$ cat config.mk
export PLATFORM = sky130hd
export DESIGN_NAME = sort_batch_sequencer
export DESIGN_NICKNAME = d
export VERILOG_FILES = /design/src/rtl/sort_batch_sequencer.sv
export SDC_FILE = /design/constraint.sdc
export NUM_CORES = 1
export LEC_CHECK = 0
export CAP_MARGIN = 5
export CORE_AREA = 2 2 67 69
export CTS_BUF_LIST = sky130_fd_sc_hd__clkbuf_16
export DETAILED_ROUTE_END_ITERATION = 8
export DIE_AREA = 0 0 69 71
export PLACE_DENSITY = 0.93
export SYNTH_ARGS = -nofsm -noshare
export SYNTH_HDL_FRONTEND = slang
export SYNTH_SLANG_ARGS = --single-unit
export TNS_END_PERCENT = 100
$ cat constraint.sdc
create_clock -name clk -period 3.9 [get_ports clk]
set_input_delay 0.39 -clock clk [delete_from_list [all_inputs] [get_ports clk]]
set_output_delay 0.39 -clock clk [all_outputs]
set_load 0.1 [all_outputs]
$ cat src/rtl/sort_batch_sequencer.sv
// Loads four elements into a 4-entry sorter, starts it, then streams the captured results out in A..D order.
// Outputs are registered; in_ready stays low from the last load until the final result is accepted, and out_* hold while out_ready is low.
module sort_batch_sequencer #(
    parameter int W         = 4,
    parameter int LOAD_HOLD = 2,
    parameter int TIMEOUT   = 64
) (
    input  logic         clk,
    input  logic         rst,
    input  logic [W-1:0] in_data,
    input  logic         in_valid,
    output logic         in_ready,
    output logic [W-1:0] out_data,
    output logic         out_valid,
    input  logic         out_ready,
    output logic         out_last,
    output logic         sort_clr,
    output logic [1:0]   sel,
    output logic [W-1:0] dataIn,
    output logic         sort,
    input  logic [W-1:0] Aout,
    input  logic [W-1:0] Bout,
    input  logic [W-1:0] Cout,
    input  logic [W-1:0] Dout,
    input  logic         done,
    output logic         busy,
    output logic         timeout_err
);

    localparam int HCW = (LOAD_HOLD > 1) ? $clog2(LOAD_HOLD) : 1;
    localparam int TCW = $clog2(TIMEOUT);
    localparam logic [HCW-1:0] HOLD_LAST = HCW'(LOAD_HOLD - 1);
    localparam logic [TCW-1:0] TMO_LAST  = TCW'(TIMEOUT - 1);

    typedef enum logic [2:0] {
        ST_IDLE,
        ST_LOAD,
        ST_HOLD,
        ST_SORT,
        ST_WAIT_DONE,
        ST_UNLOAD
    } state_t;

    state_t         state_q;
    logic [HCW-1:0] hcnt_q;
    logic [TCW-1:0] tcnt_q;
    logic [1:0]     idx_q;
    logic [1:0]     k_q;
    logic [W-1:0]   res_q [4];
    logic           in_ready_q;
    logic [W-1:0]   out_data_q;
    logic           out_valid_q;
    logic           out_last_q;
    logic           sort_clr_q;
    logic [1:0]     sel_q;
    logic [W-1:0]   data_in_q;
    logic           sort_q;
    logic           timeout_err_q;

    always_ff @(posedge clk or negedge rst) begin
        if (!rst) begin
            state_q       <= ST_IDLE;
            hcnt_q        <= '0;
            tcnt_q        <= '0;
            idx_q         <= '0;
            k_q           <= '0;
            for (int i = 0; i < 4; i++) res_q[i] <= '0;
            in_ready_q    <= 1'b0;
            out_data_q    <= '0;
            out_valid_q   <= 1'b0;
            out_last_q    <= 1'b0;
            sort_clr_q    <= 1'b0;
            sel_q         <= '0;
            data_in_q     <= '0;
            sort_q        <= 1'b0;
            timeout_err_q <= 1'b0;
        end else begin
            sort_clr_q <= 1'b0;
            case (state_q)
                ST_IDLE: begin
                    in_ready_q <= 1'b1;
                    if (in_valid && in_ready_q) begin
                        data_in_q     <= in_data;
                        sel_q         <= 2'd0;
                        sort_clr_q    <= 1'b1;
                        timeout_err_q <= 1'b0;
                        idx_q         <= 2'd1;
                        hcnt_q        <= '0;
                        in_ready_q    <= 1'b0;
                        state_q       <= ST_HOLD;
                    end
                end
                ST_HOLD: begin
                    if (hcnt_q == HOLD_LAST) begin
                        hcnt_q <= '0;
                        // sel of 3 means the fourth element has just been held
                        if (sel_q == 2'd3) begin
                            state_q <= ST_SORT;
                        end else begin
                            in_ready_q <= 1'b1;
                            state_q    <= ST_LOAD;
                        end
                    end else begin
                        hcnt_q <= hcnt_q + HCW'(1);
                    end
                end
                ST_LOAD: begin
                    if (in_valid && in_ready_q) begin
                        data_in_q  <= in_data;
                        sel_q      <= idx_q;
                        idx_q      <= idx_q + 2'd1;
                        in_ready_q <= 1'b0;
                        state_q    <= ST_HOLD;
                    end
                end
                ST_SORT: begin
                    sort_q  <= 1'b1;
                    tcnt_q  <= '0;
                    state_q <= ST_WAIT_DONE;
                end
                ST_WAIT_DONE: begin
                    if (done) begin
                        res_q[0]    <= Aout;
                        res_q[1]    <= Bout;
                        res_q[2]    <= Cout;
                        res_q[3]    <= Dout;
                        out_data_q  <= Aout;
                        out_valid_q <= 1'b1;
                        out_last_q  <= 1'b0;
                        k_q         <= 2'd0;
                        sort_q      <= 1'b0;
                        state_q     <= ST_UNLOAD;
                    end else if (tcnt_q == TMO_LAST) begin
                        timeout_err_q <= 1'b1;
                        sort_q        <= 1'b0;
                        in_ready_q    <= 1'b1;
                        state_q       <= ST_IDLE;
                    end else begin
                        tcnt_q <= tcnt_q + TCW'(1);
                    end
                end
                ST_UNLOAD: begin
                    if (out_ready) begin
                        if (k_q == 2'd3) begin
                            out_valid_q <= 1'b0;
                            out_last_q  <= 1'b0;
                            out_data_q  <= '0;
                            in_ready_q  <= 1'b1;
                            state_q     <= ST_IDLE;
                        end else begin
                            k_q        <= k_q + 2'd1;
                            out_data_q <= res_q[k_q + 2'd1];
                            out_last_q <= (k_q == 2'd2);
                        end
                    end
                end
                default: state_q <= ST_IDLE;
            endcase
        end
    end

    assign in_ready    = in_ready_q;
    assign out_data    = out_data_q;
    assign out_valid   = out_valid_q;
    assign out_last    = out_last_q;
    assign sort_clr    = sort_clr_q;
    assign sel         = sel_q;
    assign dataIn      = data_in_q;
    assign sort        = sort_q;
    assign busy        = (state_q != ST_IDLE);
    assign timeout_err = timeout_err_q;

endmodule

# Word-level counts from Yosys, hierarchy flattened
# Cells that the tools add are included.
word_totals:
  ramBits: 0
  n_memories: 0
  latch_bits: 0
  register_bits: 46
  wordCells: 121
  rom_bits: 0
  out_inout_bits: 17
classes:
  n_eq_ne: 22
  n_shift: 0
  div: 0
  n_reduce_logical: 22
  muxes: 53
  multipliers: 0
  n_bitwise: 1
  order_cmp: 1
  add_sub_neg: 4
ops:
  columns: ["cell", "count"]
  rows:
  - ["2-bit != test (second input constant)", 11]
  - ["4-bit two-way mux", 5]
  - ["1-bit two-way mux", 19]
  - ["3-bit two-way mux", 6]
  - ["2-bit two-way mux", 8]
  - ["3-bit one-hot mux with 5 select lines", 1]
  - ["6-bit two-way mux", 2]
  - ["2-bit one-hot mux with 2 select lines", 3]
  - ["6-bit one-hot mux with 2 select lines", 1]
  - ["4-bit AND reduction", 3]
  - ["1-bit one-hot mux with 2 select lines", 5]
  - ["2-bit nonzero test", 5]
  - ["3-bit AND reduction", 3]
  - ["4-bit binary-select mux with 2-bit select", 1]
  - ["4-bit one-hot mux with 2 select lines", 1]
  - ["2-bit AND reduction", 4]
  - ["8-bit AND reduction", 1]
  - ["6-bit by 1-bit adder with 6-bit output (second input constant)", 1]
  - ["2-bit == test (second input constant)", 3]
  - ["3-bit by 2-bit == test with 1-bit output (second input constant)", 2]
  - ["3-bit == test (second input constant)", 2]
  - ["6-bit == test (second input constant)", 1]
  - ["1-bit one-hot mux with 5 select lines", 1]
  - ["5-bit AND reduction", 1]
  - ["other kinds (12)", 13]

# Logic depth before layout (Yosys ltp)
# Gate-level depths: netlist of the first run.
depth:
  word_depth: 8
  mapped_depth: 6

# Worst setup path after synthesis of the first run
# OpenSTA, ideal clock, no wires.
synth_timing:
  path_kind: "reg2reg"
  startpoint: "register in_ready_q, in the netlist in_ready"
  endpoint: "register idx_q[0]"
  path_slack_ns: 1.966
  t_arrival_ns: 1.817
  synth_period_minus_slack_ns: 1.934
  path_stages_with_launch: 5
  setup_ns: 0.117
  t_required_ns: 3.783
  cell_sequence: "dfrtp_1 nand2_1 nor3_1 and3_1 nor2_1"
synth_between:
  elab_chain_len: 3
  word_cells_on_any_way: 4
synth_rtl:
  columns: ["item", "line", "rtl"]
  rows:
  - ["start: declaration", "50", "logic in_ready_q;"]
  - ["start signal: assignment", "68", "in_ready_q <= 1'b0;"]
  - ["start signal: assignment", "81", "in_ready_q <= 1'b1;"]
  - ["start signal: assignment", "89", "in_ready_q <= 1'b0;"]
  - ["1-bit logical AND (*)", "82, 108", null]
  - ["2-bit != test (no line)", null, null]
  - ["3-bit AND reduction (no line) (*)", null, null]
  - ["end signal: assignment", "111", "idx_q <= idx_q + 2'd1;"]
  - ["end: declaration", "47", "logic [1:0] idx_q;"]
# Every way passes the cells marked *; elsewhere a longest branch is shown, timed or not.
# A chain may end at the register's enable or synchronous reset.

# Worst setup path in the final report of the first run
layout_timing:
  startpoint: "register state_q[0]"
  endpoint: "output port busy"
layout_between:
  elab_chain_len: 1
layout_rtl:
  columns: ["item", "line", "rtl"]
  rows:
  - ["start: declaration", "44", "state_t state_q;"]
  - ["start signal: assignment", "62", "state_q <= ST_IDLE;"]
  - ["start signal: assignment", "90", "state_q <= ST_HOLD;"]
  - ["start signal: assignment", "98", "state_q <= ST_SORT;"]
  - ["3-bit nonzero test", "170", "assign busy = (state_q != ST_IDLE);"]
  - ["end: declaration", "26", "output logic busy,"]
# Every way passes these cells.

==> results of run 1 <==
layout make-up:
cell class | count | share of cell area, %
Inverter | 5 | 0.673
Sequential cell | 46 | 41.3
Tap cell | 52 | 2.33
Timing Repair Buffer | 42 | 14.8
Clock inverter | 3 | 1.35
Multi-Input combinational cell | 172 | 35.1
Clock buffer | 5 | 4.48
cells in the final DEF (no fill, tap or decap), drive strengths merged:
master         instances
mux2i                  3
nor3                   4
inv                    7
nand2                 79
bufinv                 1
a31o                   1
or3                    1
o21a                   2
nand4bb                2
and3                   2
o2111ai                1
dfrtp                 46
nand3b                 1
o22a                   1
o31ai                  1
mux2                   1
nor2b                  2
nand3                 10
o41ai                  1
buf                    2
mux4                   4
a22oi                  5
clkbuf                 5
o21ai                 10
a22o                   1
a21o                   2
a21oi                  9
clkdlybuf4s50         40
a31oi                  4
nor2                  14
a21boi                 1
or4b                   1
nand4b                 1
a2111oi                1
xnor2                  2
ha                     3
o211ai                 2
critical path, delay by kind of cell (launching register included):
kind | cells | cell delay (ns)
buffers and inverters | 1 | 1.12
DFF | 1 | 0.74
and+or+nand+nor | 1 | 0.21
layer usage:
| layer | vias up | track usage, % | part of all wire, % |
|---|---|---|---|
| met4 | 0 | 7.41 | 2.3 |
| li1 | 880 | - | - |
| met5 | - | 0 | 0 |
| met2 | 43 | 33.8 | 50 |
| met3 | 11 | 4.56 | 3.9 |
| met1 | 871 | 26.8 | 43 |
where the power goes:
group	switching, W	total [W]	internal [W]
Clock	0.000170	0.000467	0.000298
Sequential	0.000188	0.000867	0.000679
Combinational	0.000834	0.00121	0.000376
Total	0.00119	0.00254	0.00135
through the flow:
stage,setup WS (ns),total power [W]
4_1_cts,1.14,0.00256
3_5_place_dp,1.45,0.00207
5_1_grt,1.03,0.00268
3_3_place_gp,1.47,0.00203
6_report,1.16,0.00254
2_1_floorplan,1.97,0.00177
worst paths after layout:
check | end | slack [ns] | from | depth (start not counted)
worst max-delay path | busy | 1.16 | state_q[0] | 2
worst min-delay path | res_q[3] | 0.27 | rst | 1
worst max register to register | tcnt_q[5] | 1.79 | state_q[0] | 4
worst min register to register | dataIn[0] | 0.48 | dataIn[0] | 2
max in group asynchronous | res_q[0] | 3.02 | rst | 1
min in group clk | dataIn[0] | 0.48 | dataIn[0] | 2
registers in the layout, summed over array words and instances, names as in the netlist:
name         flops
res_q           16
tcnt_q           6
k_q              2
out_last         1
sel              2
out_valid        1
sort_clr         1
idx_q            2
timeout_err      1
sort             1
dataIn           4
hcnt_q           1
out_data         4
state_q          3
in_ready         1
kinds of logic after synthesis:
group	after synthesis	synth area share [%]
simple gates	117	22.7
flops	46	52.4
compound gates	42	13.1
buf+inv	19	3.30
mux	8	5.98
fa+ha+maj	3	1.71
xor+xnor	2	0.797
==> impl_metrics.tcl, run 1 <==
set metrics [dict create \
    initial_core_util_pct 52.3 \
    grt_max_degree 47 \
    core_region_area_sq_mm 0.00420 \
    antenna_found_initial 0 \
    fin_nets 300 \
    viasPerCell 5.55 \
    postCtsSetupBuffers 0 \
    die_h_um 71 \
    pin_count 42 \
    synth_ff_type "dfrtp_1" \
    rsz0062_at_grt "false" \
    grt_pass1_vias 1661 \
    root_buffer "clkbuf_16" \
    hold_class "input pin to async pin" \
    period_minus_slack_ns 2.74 \
    cp_data_arrival_time_ns 2.35 \
    maxSlewHeadroom_pct 29.6 \
    dp_cells 317 \
    powerDensity_mw_per_mm2 912 \
    gp_congestion 0.801 \
    worst_pin_slew_ns 1.05 \
    critPathSlowestCell "clkdlybuf4s50_1" \
    cts.clk_slew.worst_paths_ns 0.06 \
    numCtsBuffers 5 \
    wirelength_mm 4.67 \
    placed_area_sq_mm 0.00263 \
    cts_max_level 2 \
    gr-total-overflow 0 \
    syn_nets 265 \
    worstPathRequired_ns 3.51 \
    synth_edf_count 0 \
    stdcell_area_sq_mm 0.00279 \
    nFillCells 342 \
    ant_nets 0 \
    postCtsHoldBufs 0 \
    setup_tns_ns 0 \
    drt_iter0_drc 149 \
    wl_per_cell_um 14.4 \
    final_util_pct 66.4 \
    cts_buffer_depth 2 \
    async_reset_ff_share_pct 100 \
    leakagePower_nw 1.29 \
    grt_pass1_wl_mm 7.94 \
    numPortBuffers 41 \
    worstPathCellList "or3_1 > clkdlybuf4s50_1" \
    seq_area_frac_synth_pct 52.4 \
    cts_tree "done" \
    ys_ff_latch 46 \
    final-seq-area_sq_mm 0.00115 \
    ir_drop_mv 0.356 \
    slew_viol_final 0 \
    fmax_ghz 0.365 \
    vias 1805 \
    status "complete, no violations" \
    antenna_cells 0 \
    yosys-top-cells-count "nand2_1, dfrtp_1, nor2_1" \
    post-route-period-util_pct 70.3 \
    hold_viol_final 0 \
    grt_use_total_pct 20.4 \
    drc 0 \
    yosys.area.top_type "dfrtp_1" \
    setup_viol 0 \
    multi_input_comb_area_sq_um 980 \
    start_kind "register" \
    dp_hpwl_mm 3.04 \
    ys_types 36 \
    yosys-top-cells-area "dfrtp_1, nand2_1, mux4_2, nor2_1, nand3_1" \
    final_cells 325 \
    slowest_delay_ns 1.12 \
    die_x_um 69 \
    finalClockSkew_ns 0.00366 \
    synth.most_common_cell "nand2_1" \
    crit_type "register to primary output" \
    synth.top_cell.area_share_pct 52.4 \
    rows 24 \
    ys.warnings.count 0 \
    die_area_sq_mm 0.00490 \
    clock_latency_ns 0.28 \
    cap_violations 0 \
    hold_slack_ns 0.273 \
    drt-pass1-iter-count 4 \
    drive_gt1_share_pct 5.86 \
    synth_area_per_cell_sq_um 9.28 \
    cp_max_fo 23 \
    numClockSinks 46 \
    syn_to_final_growth_pct 26.9 \
    synthCells 237 \
    end_kind "primary output" \
    synthesis.area_sq_mm 0.00220 \
    ctsResizeCount 0 \
]
(Power assumes the default switching activity.)
==> run 2, diff against run 1 <==
CORE_AREA = 2 2 69 71   (was 2 2 67 69)
DIE_AREA = 0 0 71 73   (was 0 0 69 71)
PLACE_DENSITY = 0.89   (was 0.93)
clock period = 2.7 ns   (was 3.9 ns; I/O delays follow)
==> run 2 against run 1 <==
Compared with the run above: routed wire length grew 2.3%; highest routed layer unchanged; largest cell class unchanged; setup slack lost 0.43 ns; critical endpoint is now tcnt_q[5]; flip-flop and latch count is the same; clock skew grew 0.0018 ns.
==> impl_metrics.tcl, run 2 (same netlist as run 1, synthesis figures left out) <==
set metrics [dict create \
    grt_pass1_vias 1802 \
    dp_hpwl_mm 3.23 \
    syn_to_final_growth_pct 26.1 \
    numClockSinks 46 \
    die_area_sq_mm 0.00518 \
    status "complete, no violations" \
    grt_max_degree 47 \
    final_util_pct 61.1 \
    numCtsBuffers 5 \
    ant_nets 0 \
    drc 0 \
    crit_type "register to register" \
    start_kind "register" \
    vias 1812 \
    largest_reg_flops 16 \
    cp_max_fo 17 \
    top_regs "res_q (16), tcnt_q (6)" \
    r2r_slack_ns 0.72 \
    die_h_um 73 \
    hold_viol_final 0 \
    cts_max_level 2 \
    worst_pin_slew_ns 1.00 \
    final_common_cell "nand2_1" \
    maxSlewHeadroom_pct 33.3 \
    hold_slack_ns 0.162 \
    ctsResizeCount 0 \
    initial_core_util_pct 48.5 \
    cts_buffer_depth 2 \
    clock_latency_ns 0.28 \
    pre_cts_ws_ns 0.550 \
    fin_nets 303 \
    postCtsSetupBuffers 0 \
    core_region_area_sq_mm 0.00454 \
    grt_pass1_wl_mm 7.93 \
    viasPerCell 5.49 \
    antenna_found_initial 0 \
    slew_viol_final 0 \
    gp_congestion 0.801 \
    period_minus_slack_ns 1.98 \
    r2r_cells 4 \
    finalClockSkew_ns 0.00550 \
    die_x_um 71 \
    setup_ws_ns 0.724 \
    leakagePower_nw 1.33 \
    wirelength_mm 4.77 \
    hold_class "input pin to async pin" \
    setup_viol 0 \
    cts.clk_slew.worst_paths_ns 0.06 \
    grt_use_total_pct 19.5 \
    setup_tns_ns 0 \
    postCtsHoldBufs 0 \
    drive_gt1_share_pct 13.0 \
    antenna_cells 0 \
    wl_per_cell_um 14.5 \
    final_cell_mix "nand2_1, dfrtp_1, clkdlybuf4s50_1" \
    post-route-period-util_pct 73.2 \
    pin_count 42 \
    cp-startpoint "state_q[2]" \
    gr-total-overflow 0 \
    numPortBuffers 41 \
    endpoint "tcnt_q[5]" \
    powerDensity_mw_per_mm2 1320 \
    regMostFlops "res_q" \
    rr_startpoint "state_q[2]" \
    worstPathRequired_ns 2.85 \
    drt-pass1-iter-count 4 \
    cp_data_arrival_time_ns 2.13 \
    cap_violations 0 \
    rows 25 \
    end_kind "register" \
    root_buffer "clkbuf_16" \
    fmax_ghz 0.506 \
    r2r-end "tcnt_q[5]" \
    ir_drop_mv 0.514 \
    rsz0062_at_grt "false" \
    cts_tree "done" \
    drt_iter0_drc 140 \
]
## run 2: per-layer routing
metal / share of wire (%) / GRT usage, % / up-vias
met1: 43 / 23.9 / 886
met2: 51 / 32.5 / 34
li1: - / - / 882
met3: 3.3 / 4.83 / 10
met4: 2.2 / 9.22 / 0
met5: 0 / 0 / -
## run 2: worst min-delay path by stage
stage,start,end,cells after the start
2_1_floorplan,rst,dataIn[0],0
3_3_place_gp,res_q[14],res_q[14],2
3_5_place_dp,res_q[13],res_q[13],2
4_1_cts,rst,res_q[3],1
5_1_grt,rst,dataIn[0],1
6_report,rst,res_q[15],1
## run 2: where the power goes
group	internal, W	switching, W	leakage [nW]	total (W)
Clock	0.000430	0.000241	0.0864	0.000671
Sequential	0.000982	0.000255	0.577	0.00124
Combinational	0.000521	0.00123	0.664	0.00175
## run 2: stage by stage
step	instances	cell area, sq um	power (W)
2_1_floorplan	237	2200	0.00256
3_3_place_gp	322	2610	0.00293
3_5_place_dp	322	2610	0.00299
4_1_cts	330	2770	0.00368
5_1_grt	330	2770	0.00386
6_report	330	2770	0.00366
## run 2: worst max-delay path, stage by stage, from the launching register on
cell and delay [ns]:
dfrtp_1 0.62, or4b_1 0.64, a2111oi_4 0.38, xnor2_1 0.16, a21oi_1 0.05
## run 2: layout make-up
cell class              instances  area [sq um]
clock buffers                   5           125
clock inverters                 3          37.5
fillers                       361          1760
inverters                       5          18.8
multi-input cells             172           980
flip-flops and latches         46          1150
well taps                      54          67.6
repair buffers                 45           393
==> run 3, diff against run 2 <==
CORE_AREA = 2 2 73 75   (was 2 2 69 71)
DIE_AREA = 0 0 75 77   (was 0 0 71 73)
PLACE_DENSITY = 0.84   (was 0.89)
clock period = 1.7 ns   (was 2.7 ns; I/O delays follow)
==> run 3 against run 2 <==
Compared with the run above: critical path depth is 1 lower; routed wire length is 4.7% higher; combinational power is 80% higher; critical path type is now register to primary output; largest power group unchanged.
==> impl_metrics.tcl, run 3 (same netlist as run 1, synthesis figures left out) <==
set metrics [dict create \
    vias 1881 \
    period_minus_slack_ns 1.64 \
    leakagePower_nw 1.42 \
    worstPathCellList "buf_4 > or3_4 > buf_12" \
    critPathSlowestCell "or3_4" \
    worst_pin_slew_ns 0.680 \
    antenna_found_initial 0 \
    worstPathRequired_ns 1.53 \
    regMostFlops "res_q" \
    drc 0 \
    grt_max_degree 31 \
    start_kind "register" \
    wirelength_mm 5.00 \
    cp_max_fo 22 \
    hp-start "Cout[1]" \
    r2r_cells 4 \
    numCtsBuffers 5 \
    syn_to_final_growth_pct 37.2 \
    r2r_slack_ns 0.07 \
    cap_violations 0 \
    powerDensity_mw_per_mm2 2030 \
    maxSlewHeadroom_pct 54.7 \
    ir_drop_mv 0.927 \
    slowest_delay_ns 0.41 \
    fmax_ghz 0.610 \
    gr-total-overflow 0 \
    numPortBuffers 41 \
    grt_use_total_pct 19.1 \
    cp.depth 3 \
    root_buffer "clkbuf_16" \
    cp-startpoint "state_q[0]" \
    cts_tree "done" \
    hold_slack_ns 0.405 \
    pre_cts_ws_ns -0.184 \
    clock_latency_ns 0.29 \
    core_region_area_sq_mm 0.00498 \
    cts_buffer_depth 2 \
    viasPerCell 5.21 \
    pin_count 42 \
    largest_reg_flops 16 \
    drive_gt1_share_pct 19.2 \
    dp_hpwl_mm 3.51 \
    endpoint "busy" \
    crit_type "register to primary output" \
    wl_per_cell_um 13.8 \
    crit_buf_inv 2 \
    status "complete, no violations" \
    drt_iter0_drc 226 \
    finalClockSkew_ns 0.00794 \
    die_x_um 75 \
    die_area_sq_mm 0.00578 \
    drt-pass1-iter-count 4 \
    initial_core_util_pct 44.2 \
    setup_viol 0 \
    grt_pass1_vias 1833 \
    rows 26 \
    slew_viol_final 0 \
    die_h_um 77 \
    final_util_pct 60.6 \
    cp_data_arrival_time_ns 1.47 \
    end_kind "primary output" \
    cts_max_level 2 \
    gp_congestion 0.856 \
    fin_nets 318 \
    setup_ws_ns 0.0602 \
    hold_class "input pin to register" \
    hold_viol_final 0 \
    rsz0062_at_grt "false" \
    antenna_cells 0 \
    postCtsSetupBuffers 0 \
    final_cell_mix "nand2_1, dfrtp_1, buf_4" \
    final_common_cell "nand2_1" \
    rr_startpoint "state_q[1]" \
    setup_tns_ns 0 \
    numClockSinks 46 \
    r2r-end "tcnt_q[5]" \
    post-route-period-util_pct 96.5 \
    grt_pass1_wl_mm 8.58 \
    cts.clk_slew.worst_paths_ns 0.06 \
    top_regs "res_q (16), tcnt_q (6)" \
    path_delay_family "simple AND/OR/NAND/NOR gates" \
    ant_nets 0 \
]
==> run 3: area by class of cell <==
cell class / instances / area, sq um
repair buffers: 60 / 596
clock inverters: 3 / 37.5
well taps: 70 / 87.6
clock buffers: 5 / 125
fillers: 409 / 1960
multi-input cells: 172 / 1000
flip-flops and latches: 46 / 1150
inverters: 5 / 18.8
==> run 3: worst min-delay path by stage <==
stage	cells past startpoint	endpoint
final	3	res_q[5]
after global routing	3	res_q[10]
after CTS	3	res_q[5]
after detailed placement	1	res_q[3]
after global placement	1	res_q[7]
after floorplan	0	dataIn[0]
==> run 3: what timing repair did <==
item | CTS | global route
resized for setup | 1 | 4
setup endpoints to repair | 1 | 6
pin swaps | 0 | 1
hold buffers | 1 | 0
hold endpoints to repair | 28 | 0
==> run 3: tightest hold or removal path, cell delays in order <==
cell and delay (ns):
clkdlybuf4s50_1 0.39, nand2_1 0.05, nand2_1 0.04
==> run 3: stage by stage <==
step	instance area [sq um]	cells	total power, W
floorplan	2200	237	0.00407
global placement	2820	352	0.00494
detailed placement	2820	352	0.00503
CTS	3000	361	0.00614
global route	3020	361	0.00648
finish	3020	361	0.00613
==> run 3: metal layers <==
metal,vias up,part of all wire [%],GRT usage (%)
met3,16,5.7,4.07
met4,0,3.2,9.82
met1,884,44,26.8
met5,-,0,0
met2,68,47,27.6
li1,913,-,-
==> run 3: power by group <==
part / switching, W / total [W] / internal (W)
sequential: 0.000342 / 0.00190 / 0.00156
clock: 0.000394 / 0.00108 / 0.000683
combinational: 0.00207 / 0.00315 / 0.00108
total: 0.00280 / 0.00613 / 0.00332
